--- src/rtl/axi_10g_ethernet_0_arp_tx_if.sv ---
// Command and AXI4-Stream signals of the ARP transmitter.
// The master modport is the transmitter: it sinks commands and drives the stream.
// The slave modport is the environment around it: command source and stream sink.
interface axi_10g_ethernet_0_arp_tx_if;
  logic        cmd_valid;
  logic        cmd_ready;
  logic        cmd_op;
  logic [47:0] cmd_mac;
  logic [31:0] cmd_ip;
  logic [63:0] tx_axis_tdata;
  logic [7:0]  tx_axis_tkeep;
  logic        tx_axis_tvalid;
  logic        tx_axis_tlast;
  logic        tx_axis_tready;

  modport master (
    input  cmd_valid, cmd_op, cmd_mac, cmd_ip, tx_axis_tready,
    output cmd_ready, tx_axis_tdata, tx_axis_tkeep, tx_axis_tvalid, tx_axis_tlast
  );

  modport slave (
    output cmd_valid, cmd_op, cmd_mac, cmd_ip, tx_axis_tready,
    input  cmd_ready, tx_axis_tdata, tx_axis_tkeep, tx_axis_tvalid, tx_axis_tlast
  );
endinterface

--- src/rtl/axi_10g_ethernet_0_arp_tx.sv ---
// ARP reply/request frame transmitter for the 10G MAC TX path.
// Commands are queued in a small FIFO. A two-state generator walks the eight
// 64-bit beats of a 60-byte ARP frame into a registered AXI4-Stream output
// stage. That stage loads whenever it is empty or being drained, so frames
// stream back to back and no output depends combinationally on tready.
module axi_10g_ethernet_0_arp_tx #(
  parameter int CMD_FIFO_DEPTH = 4
) (
  input  logic                              aclk,
  input  logic                              areset,
  input  logic [47:0]                       local_mac,
  input  logic [31:0]                       local_ip,
  axi_10g_ethernet_0_arp_tx_if.master       bus,
  output logic                              busy,
  output logic [15:0]                       frames_sent
);

  localparam int AW    = (CMD_FIFO_DEPTH > 1) ? $clog2(CMD_FIFO_DEPTH) : 1;
  localparam int CMD_W = 81;

  typedef enum logic {IDLE, SEND} state_t;

  // Builds the whole 60-byte frame, byte n at [8n+7:8n], fields MSB first.
  function automatic logic [511:0] build_frame(
    input logic        op,
    input logic [47:0] pmac,
    input logic [31:0] pip,
    input logic [47:0] lmac,
    input logic [31:0] lip
  );
    logic [511:0] f;
    f = '0;
    for (int k = 0; k < 6; k++) begin
      f[8*k +: 8]      = op ? 8'hFF : pmac[47-8*k -: 8];
      f[8*(6+k) +: 8]  = lmac[47-8*k -: 8];
      f[8*(22+k) +: 8] = lmac[47-8*k -: 8];
      f[8*(32+k) +: 8] = op ? 8'h00 : pmac[47-8*k -: 8];
    end
    for (int k = 0; k < 4; k++) begin
      f[8*(28+k) +: 8] = lip[31-8*k -: 8];
      f[8*(38+k) +: 8] = pip[31-8*k -: 8];
    end
    f[8*12 +: 8] = 8'h08;
    f[8*13 +: 8] = 8'h06;
    f[8*14 +: 8] = 8'h00;
    f[8*15 +: 8] = 8'h01;
    f[8*16 +: 8] = 8'h08;
    f[8*17 +: 8] = 8'h00;
    f[8*18 +: 8] = 8'h06;
    f[8*19 +: 8] = 8'h04;
    f[8*20 +: 8] = 8'h00;
    f[8*21 +: 8] = op ? 8'h01 : 8'h02;
    return f;
  endfunction

  logic [CMD_W-1:0] mem [CMD_FIFO_DEPTH];
  logic [AW:0]      wr_ptr, rd_ptr;
  logic             full, empty, push, pop, load, out_ready;
  logic [CMD_W-1:0] head;

  state_t           state_q, state_d;
  logic [2:0]       beat_q, beat_d;

  logic             cur_op;
  logic [47:0]      cur_mac, cur_lmac;
  logic [31:0]      cur_ip, cur_lip;
  logic [511:0]     frame;
  logic [63:0]      beat_data;

  // ---- command queue ----
  assign empty         = (wr_ptr == rd_ptr);
  assign full          = (wr_ptr[AW] != rd_ptr[AW]) && (wr_ptr[AW-1:0] == rd_ptr[AW-1:0]);
  assign bus.cmd_ready = !full && !areset;
  assign push          = bus.cmd_valid && bus.cmd_ready;
  assign head          = mem[rd_ptr[AW-1:0]];

  // Queue storage; contents need no reset since the pointers define validity.
  always_ff @(posedge aclk) begin
    if (push) mem[wr_ptr[AW-1:0]] <= {bus.cmd_op, bus.cmd_mac, bus.cmd_ip};
  end

  // Queue pointers; reset flushes any pending commands.
  always_ff @(posedge aclk) begin
    if (areset) begin
      wr_ptr <= '0;
      rd_ptr <= '0;
    end else begin
      if (push) wr_ptr <= wr_ptr + {{AW{1'b0}}, 1'b1};
      if (pop)  rd_ptr <= rd_ptr + {{AW{1'b0}}, 1'b1};
    end
  end

  // ---- frame generator ----
  // Popped command and local addresses are frozen for the whole frame.
  always_ff @(posedge aclk) begin
    if (pop) begin
      cur_op   <= head[80];
      cur_mac  <= head[79:32];
      cur_ip   <= head[31:0];
      cur_lmac <= local_mac;
      cur_lip  <= local_ip;
    end
  end

  assign frame     = build_frame(cur_op, cur_mac, cur_ip, cur_lmac, cur_lip);
  assign beat_data = frame[{beat_q, 6'd0} +: 64];
  assign out_ready = !bus.tx_axis_tvalid || bus.tx_axis_tready;

  // Generator state register.
  always_ff @(posedge aclk) begin
    if (areset) begin
      state_q <= IDLE;
      beat_q  <= 3'd0;
    end else begin
      state_q <= state_d;
      beat_q  <= beat_d;
    end
  end

  // Next state: pop when idle, feed beats into the output stage, chain frames.
  always_comb begin
    state_d = state_q;
    beat_d  = beat_q;
    pop     = 1'b0;
    load    = 1'b0;
    case (state_q)
      IDLE: begin
        if (!empty) begin
          pop     = 1'b1;
          beat_d  = 3'd0;
          state_d = SEND;
        end
      end
      SEND: begin
        if (out_ready) begin
          load = 1'b1;
          if (beat_q == 3'd7) begin
            beat_d = 3'd0;
            if (!empty) pop = 1'b1;
            else        state_d = IDLE;
          end else begin
            beat_d = beat_q + 3'd1;
          end
        end
      end
      default: state_d = IDLE;
    endcase
  end

  // ---- output stage ----
  // Registered stream outputs: hold while stalled, reload or drain on handshake.
  always_ff @(posedge aclk) begin
    if (areset) begin
      bus.tx_axis_tvalid <= 1'b0;
      bus.tx_axis_tdata  <= '0;
      bus.tx_axis_tkeep  <= '0;
      bus.tx_axis_tlast  <= 1'b0;
    end else if (load) begin
      bus.tx_axis_tvalid <= 1'b1;
      bus.tx_axis_tdata  <= beat_data;
      bus.tx_axis_tkeep  <= (beat_q == 3'd7) ? 8'h0F : 8'hFF;
      bus.tx_axis_tlast  <= (beat_q == 3'd7);
    end else if (bus.tx_axis_tready) begin
      bus.tx_axis_tvalid <= 1'b0;
      bus.tx_axis_tlast  <= 1'b0;
    end
  end

  // Completed-frame counter, bumped on the last-beat handshake; wraps naturally.
  always_ff @(posedge aclk) begin
    if (areset) begin
      frames_sent <= 16'd0;
    end else if (bus.tx_axis_tvalid && bus.tx_axis_tready && bus.tx_axis_tlast) begin
      frames_sent <= frames_sent + 16'd1;
    end
  end

  assign busy = (state_q != IDLE) || !empty || bus.tx_axis_tvalid;

endmodule

--- src/flat_wrapper.sv ---
// flat-port wrapper written by rule: the top's interface ports become plain ports
module axi_10g_ethernet_0_arp_tx_flat 
#(
  parameter int CMD_FIFO_DEPTH = 4
)
  (aclk, areset, local_mac, local_ip, busy, frames_sent, bus_cmd_valid, bus_cmd_op, bus_cmd_mac, bus_cmd_ip, bus_tx_axis_tready, bus_cmd_ready, bus_tx_axis_tdata, bus_tx_axis_tkeep, bus_tx_axis_tvalid, bus_tx_axis_tlast);
  axi_10g_ethernet_0_arp_tx_if bus_i ();
  input  logic aclk;
  input  logic areset;
  input  logic [47:0] local_mac;
  input  logic [31:0] local_ip;
  output logic busy;
  output logic [15:0] frames_sent;
  input wire logic [$bits(bus_i.cmd_valid)-1:0] bus_cmd_valid;
  input wire logic [$bits(bus_i.cmd_op)-1:0] bus_cmd_op;
  input wire logic [$bits(bus_i.cmd_mac)-1:0] bus_cmd_mac;
  input wire logic [$bits(bus_i.cmd_ip)-1:0] bus_cmd_ip;
  input wire logic [$bits(bus_i.tx_axis_tready)-1:0] bus_tx_axis_tready;
  output wire logic [$bits(bus_i.cmd_ready)-1:0] bus_cmd_ready;
  output wire logic [$bits(bus_i.tx_axis_tdata)-1:0] bus_tx_axis_tdata;
  output wire logic [$bits(bus_i.tx_axis_tkeep)-1:0] bus_tx_axis_tkeep;
  output wire logic [$bits(bus_i.tx_axis_tvalid)-1:0] bus_tx_axis_tvalid;
  output wire logic [$bits(bus_i.tx_axis_tlast)-1:0] bus_tx_axis_tlast;
  assign bus_i.cmd_valid = bus_cmd_valid;
  assign bus_i.cmd_op = bus_cmd_op;
  assign bus_i.cmd_mac = bus_cmd_mac;
  assign bus_i.cmd_ip = bus_cmd_ip;
  assign bus_i.tx_axis_tready = bus_tx_axis_tready;
  assign bus_cmd_ready = bus_i.cmd_ready;
  assign bus_tx_axis_tdata = bus_i.tx_axis_tdata;
  assign bus_tx_axis_tkeep = bus_i.tx_axis_tkeep;
  assign bus_tx_axis_tvalid = bus_i.tx_axis_tvalid;
  assign bus_tx_axis_tlast = bus_i.tx_axis_tlast;
  axi_10g_ethernet_0_arp_tx #(.CMD_FIFO_DEPTH(CMD_FIFO_DEPTH)) u_core (.aclk(aclk), .areset(areset), .local_mac(local_mac), .local_ip(local_ip), .bus(bus_i), .busy(busy), .frames_sent(frames_sent));
endmodule
--- config.mk ---
export PLATFORM = sky130hd
export DESIGN_NAME = axi_10g_ethernet_0_arp_tx_flat
export DESIGN_NICKNAME = d
export VERILOG_FILES = /design/src/rtl/axi_10g_ethernet_0_arp_tx_if.sv /design/src/rtl/axi_10g_ethernet_0_arp_tx.sv /design/src/flat_wrapper.sv
export SDC_FILE = /design/constraint.sdc
export NUM_CORES = 1
export LEC_CHECK = 0
export CAP_MARGIN = 20
export CORE_AREA = 2 2 211 213
export CTS_BUF_LIST = sky130_fd_sc_hd__clkbuf_8
export CTS_CLUSTER_DIAMETER = 40
export DETAILED_ROUTE_END_ITERATION = 8
export DIE_AREA = 0 0 213 215
export PLACE_DENSITY = 0.8
export SKIP_CTS_REPAIR_TIMING = 1
export SKIP_LAST_GASP = 1
export SYNTH_ARGS = -nofsm -noshare
export SYNTH_HDL_FRONTEND = slang
export SYNTH_SLANG_ARGS = --single-unit
--- constraint.sdc ---
create_clock -name aclk -period 12 [get_ports aclk]
set_input_delay 2.4 -clock aclk [delete_from_list [all_inputs] [get_ports aclk]]
set_output_delay 2.4 -clock aclk [all_outputs]
set_load 0.01 [all_outputs]
# Word level (Yosys, flattened, before mapping)
# Memories as Yosys holds them, arrays and structs flattened. A register that Yosys moved wholly into a read port is not among the register bits.
# Index checks and enable logic that the tools add are counted.
[classes] n_shift=1 bitwise=1 mux=32 eq_ne=6 addsub=4 n_reduce_logical=14
[ops] operator="512-bit by 10-bit variable part select with 64-bit output" count=1
[ops] operator="8-bit two-way mux" count=13
[ops] operator="16-bit by 1-bit adder with 16-bit output, second input constant" count=1
[ops] operator="1-bit two-way mux" count=12
[ops] operator="3-bit by 1-bit adder with 3-bit output, second input constant" count=3
[ops] operator="3-bit two-way mux" count=3
[ops] operator="3-bit case mux with 2 select lines" count=1
[ops] operator="1-bit logical AND" count=5
[ops] operator="1-bit zero test" count=4
[ops] operator="1-bit case mux with 2 select lines" count=2
[ops] operator="3-bit == test" count=1
[ops] operator="3-bit == test, second input constant" count=1
[ops] operator="1-bit logical OR" count=3
[ops] operator="2-bit == test" count=1
[ops] operator="2-bit two-way mux" count=1
[ops] operator="2-bit by 1-bit != test with 1-bit output, second input constant" count=1
[ops] operator="2-bit != test, second input constant" count=1
[ops] operator="2-bit AND reduction" count=1
[ops] operator="2-bit nonzero test" count=1
[ops] operator="1-bit != test" count=1
[ops] operator="1-bit NOT" count=1
[word_totals] mem_count=1 elab_cells=70 ff_bits=180 input_bits=165 ram_bits=324 output_inout_bits=92
[mem_list] memory="u_core.mem" words=4 width=81 read_ports=1 rd_ports_with_merged_regs=1 wr=1 line="axi_10g_ethernet_0_arp_tx.sv:56" source="logic [CMD_W-1:0] mem [CMD_FIFO_DEPTH];"

# Depth between registers and ports, before layout
[depth] ltp_word=7 depth_mapped=7

# Least setup slack after synthesis
# OpenSTA, ideal clock, no wires.
[synth_path] path_type="input to register" startpoint="in bus_tx_axis_tready" endpoint="reg u_core.cur_ip[0], read port of u_core.mem (enable)" arrival_ns=9.383 setup_time_ns=0.685 slack_ns=1.932 stages=3 path_cell_list="nand2b_2 -> a21oi_1 -> nor2_1"
[synth_via] elab_chain_len=3
[synth_lines] element="start: declaration" line="flat_wrapper.sv:18" source="input wire logic [$bits(bus_i.tx_axis_tready)-1:0] bus_tx_axis_tready;"
[synth_lines] element="1-bit logical OR" line="axi_10g_ethernet_0_arp_tx.sv:107" source="assign out_ready = !bus.tx_axis_tvalid || bus.tx_axis_tready;"
[synth_lines] element="1-bit two-way mux" line="axi_10g_ethernet_0_arp_tx.sv:135" source="if (out_ready) begin"
[synth_lines] element="1-bit case mux with 2 select lines" line="axi_10g_ethernet_0_arp_tx.sv:126" source="case (state_q)"
[synth_lines] element="via u_core.pop" line="axi_10g_ethernet_0_arp_tx.sv:58" source="logic full, empty, push, pop, load, out_ready;"
[synth_lines] element="end: declaration" line="axi_10g_ethernet_0_arp_tx.sv:66" source="logic [31:0] cur_ip, cur_lip;"
# The timed path passes the listed nets, and every way through them passes these cells.
# A chain may end at the register's enable or synchronous reset.

# Final worst setup path
[layout_path] startpoint="in areset" endpoint="out bus_cmd_ready"
[layout_via] elab_chain_len=2
[layout_lines] element="start: declaration" line="flat_wrapper.sv:9" source="input logic areset;"
[layout_lines] element="1-bit zero test" line="axi_10g_ethernet_0_arp_tx.sv:73" source="assign bus.cmd_ready = !full && !areset;"
[layout_lines] element="1-bit logical AND" line="axi_10g_ethernet_0_arp_tx.sv:73"
[layout_lines] element="end: declaration" line="flat_wrapper.sv:19" source="output wire logic [$bits(bus_i.cmd_ready)-1:0] bus_cmd_ready;"
# No other way between the ends.

==> impl_results.rst <==
.. list-table::
   :header-rows: 1

   * - Metric
     - Value
   * - Initial cell density of the core
     - 0.494
   * - Syn Nets
     - 1384
   * - Drt first pass iters
     - 5
   * - Hold Fails Final Rpt
     - 0
   * - Start-to-end type of the worst setup path
     - input port to output pin
   * - Setup crit start kind
     - input port
   * - Mean routed wirelength per cell
     - 22.4 um
   * - Number of antenna violations at the first check in global routing
     - 10
   * - Worst Skew
     - 0.0306 ns
   * - Biggest area contributors in the synthesized netlist
     - sky130_fd_sc_hd__edfxtp_1 68%, sky130_fd_sc_hd__dfxtp_1 8.7%, sky130_fd_sc_hd__mux4_2 8.5%
   * - Worst setup path startpoint
     - areset
   * - Destination of the worst register-to-register timing path
     - u_core.cur_ip[26]$_DFFE_PP_
   * - H-tree depth
     - 3
   * - Sinks on Clock Net
     - 579
   * - Number of enable flip-flop cells after synthesis
     - 485
   * - Path type of the worst min-delay path
     - flip-flop to flip-flop
   * - Global routing usage summed across all routing layers
     - 0.216
   * - Top FF cell, synth
     - sky130_fd_sc_hd__edfxtp_1
   * - Vias per cell
     - 5.56
   * - Synthesis-stage register bit count
     - 579
   * - Clock buffer count from CTS
     - 92
   * - Reported max-cap violation count
     - 0
   * - Smallest hold slack
     - 0.462 ns
   * - Insertion delay of the later-clocked pin in the worst-skew pair
     - 0.66 ns
   * - DR vias
     - 12100
   * - Pin count of the biggest net entering global routing
     - 96
   * - Fin crit period
     - 5.83 ns
   * - Layout-stage area growth over the synthesis result
     - 24.4%
   * - Pwr/cell area
     - 221 nW/um^2
   * - Launch instance of the worst register-to-register path
     - u_core.beat_q[2]$_SDFFE_PP0P_
   * - Fmax
     - 172 MHz
   * - Detailed-route wire length
     - 49000 um
   * - Synth Warn #
     - 0
   * - Global placement routability congestion
     - 0.778
   * - Clock transition at path regs
     - 0.06 ns
   * - Mean area per synthesized cell
     - 17.8 sq um
   * - CTS tree
     - yes
   * - Post-route clock period utilization
     - 0.486
   * - Logic depth of the worst register-to-register path
     - 4
   * - Die area
     - 45800 sq um
   * - Count of pins over their slew limit
     - 0
   * - Setup repair after global routing missed its margin
     - false
   * - Critical Path Sink Type
     - output pin
   * - Wire length of the first global-routing pass
     - 73100 um
   * - Fin nets
     - 1680
   * - Actual slew at the worst max-slew pin
     - 1.12 ns
   * - Leading area contributor after synthesis
     - sky130_fd_sc_hd__edfxtp_1
   * - Data arrival, critical path
     - 3.43 ns
   * - Sequential fraction of the synthesis area
     - 0.764
   * - Row Count
     - 77
   * - Area occupied by multi-input gates
     - 4720 sq um
   * - Ys async rst share
     - 0
   * - Area of the placeable core
     - 43600 sq um
   * - Horizontal die dimension
     - 213 um
   * - Setup slack on the worst flop-to-flop path
     - 8.42 ns
   * - Leak Pwr
     - 8.89 nW
   * - Number of global-route vias before repair
     - 12600
   * - Cell Area, Synth
     - 21500 sq um
   * - Post-DP HPWL
     - 30100 um
   * - Clock Root Buffer
     - sky130_fd_sc_hd__clkbuf_8
   * - Vert. Die Dim
     - 215 um
   * - Fraction of final layout cells with drive strength greater than 1
     - 0.164
   * - Number of placed I/O pins
     - 257
   * - Result of the run
     - complete, no violations
   * - Data required, critical path
     - 9.60 ns
   * - Synth cell types
     - 51
   * - Remaining antenna violation count
     - 0
   * - Number of setup violations in the final report
     - 0
   * - Total gr overflow
     - 0
   * - Filler cells
     - 3110
   * - Rel. slew slack
     - 0.250
   * - Count of routing violations after the opening detailed-route iteration
     - 1251
   * - Worst ir drop on vdd
     - 151 uV
   * - Final routed DRC violation total
     - 0
   * - Total area of sequential cells
     - 16500 sq um
   * - Termination of the worst setup path
     - bus_cmd_ready
   * - Count of buffers inserted at the top-level ports
     - 256
   * - Largest driver fanout on the critical path
     - 38
   * - CTS max path bufs
     - 3
   * - Sum Neg Setup Slack
     - 0 ns
   * - Gate Count Post-Synth
     - 1211
   * - Area fraction of the dominant cell type after synthesis
     - 0.676
==> flip-flops by register name (all words and copies together), names as in the netlist, 2 cells and up <==
register,flops
u_core.cur_ip,32
u_core.beat_q,3
u_core.frames_sent,16
u_core.wr_ptr,3
u_core.cur_mac,48
u_core.mem,324
u_core.bus.tx_axis_tdata,64
u_core.cur_lip,32
u_core.cur_lmac,48
u_core.bus.tx_axis_tkeep,2
u_core.rd_ptr,3
==> worst max-delay path, cell delays in order <==
cell and delay [ns]:
sky130_fd_sc_hd__buf_4 0.36, sky130_fd_sc_hd__nor2_1 0.13, sky130_fd_sc_hd__clkdlybuf4s50_1 0.50
==> cell families after synthesis <==
| group | Yosys count | synth area share |
|---|---|---|
| DFF | 579 | 0.764 |
| and+or+nand+nor | 222 | 0.0529 |
| AOI/OAI and AO/OA | 215 | 0.0688 |
| buffers and inverters | 90 | 0.0187 |
| muxes | 83 | 0.0856 |
| xor gates and xnor gates | 14 | 0.00569 |
| adders and majority gates | 8 | 0.00465 |
==> cells in the final DEF, fill, tap and decap left out, types with 5 or more instances in the layout <==
cell	netlist	routed
sky130_fd_sc_hd__a211oi_1	51	51
sky130_fd_sc_hd__a21o_1	9	9
sky130_fd_sc_hd__a21oi_1	39	39
sky130_fd_sc_hd__a221oi_1	15	15
sky130_fd_sc_hd__a22o_1	18	18
sky130_fd_sc_hd__a22oi_1	17	17
sky130_fd_sc_hd__a311oi_1	10	10
sky130_fd_sc_hd__a31oi_1	13	13
sky130_fd_sc_hd__and2_1	10	6
sky130_fd_sc_hd__buf_16	0	5
sky130_fd_sc_hd__buf_4	7	19
sky130_fd_sc_hd__bufinv_16	0	7
sky130_fd_sc_hd__clkbuf_8	0	112
sky130_fd_sc_hd__clkdlybuf4s50_1	0	255
sky130_fd_sc_hd__clkinv_1	0	5
sky130_fd_sc_hd__clkinv_2	0	5
sky130_fd_sc_hd__dfxtp_1	94	90
sky130_fd_sc_hd__diode_2	0	6
sky130_fd_sc_hd__edfxtp_1	485	485
sky130_fd_sc_hd__ha_1	8	8
sky130_fd_sc_hd__inv_1	7	47
sky130_fd_sc_hd__mux4_2	81	81
sky130_fd_sc_hd__nand2_1	46	46
sky130_fd_sc_hd__nand3_1	5	5
sky130_fd_sc_hd__nor2_1	87	86
sky130_fd_sc_hd__nor2b_1	16	16
sky130_fd_sc_hd__nor3_1	12	10
sky130_fd_sc_hd__o21ai_0	31	31
sky130_fd_sc_hd__or3_1	7	7
sky130_fd_sc_hd__or3b_1	15	15
sky130_fd_sc_hd__xnor2_1	9	9
sky130_fd_sc_hd__xor2_1	5	5
==> where the power goes <==
part	total [mW]	switching, mW	internal, mW
Sequential	2.86	0.187	2.67
Combinational	1.34	0.737	0.599
Clock	1.73	0.736	0.993
Total	5.92	1.66	4.26
==> stage by stage <==
stage	utilization	power, mW	cell area, sq um	setup WS, ns	instances
3_5_place_dp	0.567	4.22	24800	6.16	2002
5_1_grt	0.614	6.19	26800	6.12	2181
3_3_place_gp	0.565	4.16	24600	6.20	1997
4_1_cts	0.612	5.95	26700	6.16	2173
6_report	0.614	5.92	26800	6.17	2182
2_1_floorplan	-	3.71	21500	1.93	1211
==> layout make-up <==
class | instances | area share
flip-flops and latches | 579 | 0.614
well taps | 592 | 0.0276
diodes | 6 | 0.000560
clock buffers | 112 | 0.0575
clock inverters | 59 | 0.0157
multi-input cells | 542 | 0.176
repair buffers | 282 | 0.107
inverters | 10 | 0.00140
==> worst min path at each step <==
stage	start	to	slack, ns	depth (start not counted)
floorplan	u_core.rd_ptr[2]$_SDFFE_PP0P_	u_core.rd_ptr[2]$_SDFFE_PP0P_	0.47	2
global placement	u_core.bus.tx_axis_tdata[18]$_SDFFE_PP0P_	u_core.bus.tx_axis_tdata[18]$_SDFFE_PP0P_	0.45	2
detailed placement	u_core.bus.tx_axis_tdata[18]$_SDFFE_PP0P_	u_core.bus.tx_axis_tdata[18]$_SDFFE_PP0P_	0.46	2
CTS	u_core.bus.tx_axis_tdata[18]$_SDFFE_PP0P_	u_core.bus.tx_axis_tdata[18]$_SDFFE_PP0P_	0.46	2
global route	u_core.bus.tx_axis_tdata[18]$_SDFFE_PP0P_	u_core.bus.tx_axis_tdata[18]$_SDFFE_PP0P_	0.49	2
finish	u_core.bus.tx_axis_tdata[18]$_SDFFE_PP0P_	u_core.bus.tx_axis_tdata[18]$_SDFFE_PP0P_	0.46	2
==> synth_stat cells, types with 15 or more instances <==
master                     instances
sky130_fd_sc_hd__edfxtp_1        485
sky130_fd_sc_hd__dfxtp_1          94
sky130_fd_sc_hd__nor2_1           87
sky130_fd_sc_hd__mux4_2           81
sky130_fd_sc_hd__a211oi_1         51
sky130_fd_sc_hd__nand2_1          46
sky130_fd_sc_hd__a21oi_1          39
sky130_fd_sc_hd__clkbuf_1         36
sky130_fd_sc_hd__buf_2            31
sky130_fd_sc_hd__o21ai_0          31
sky130_fd_sc_hd__a22o_1           18
sky130_fd_sc_hd__a22oi_1          17
sky130_fd_sc_hd__nor2b_1          16
sky130_fd_sc_hd__a221oi_1         15
sky130_fd_sc_hd__or3b_1           15
==> routing by layer <==
metal,GRT usage,vias to the layer above,wire length (um)
met2,0.351,514,24200
met1,0.279,6061,19500
met4,0.0872,8,1270
li1,-,5461,-
met3,0.0526,92,3940
met5,0,-,54
(Power assumes the default switching activity.)
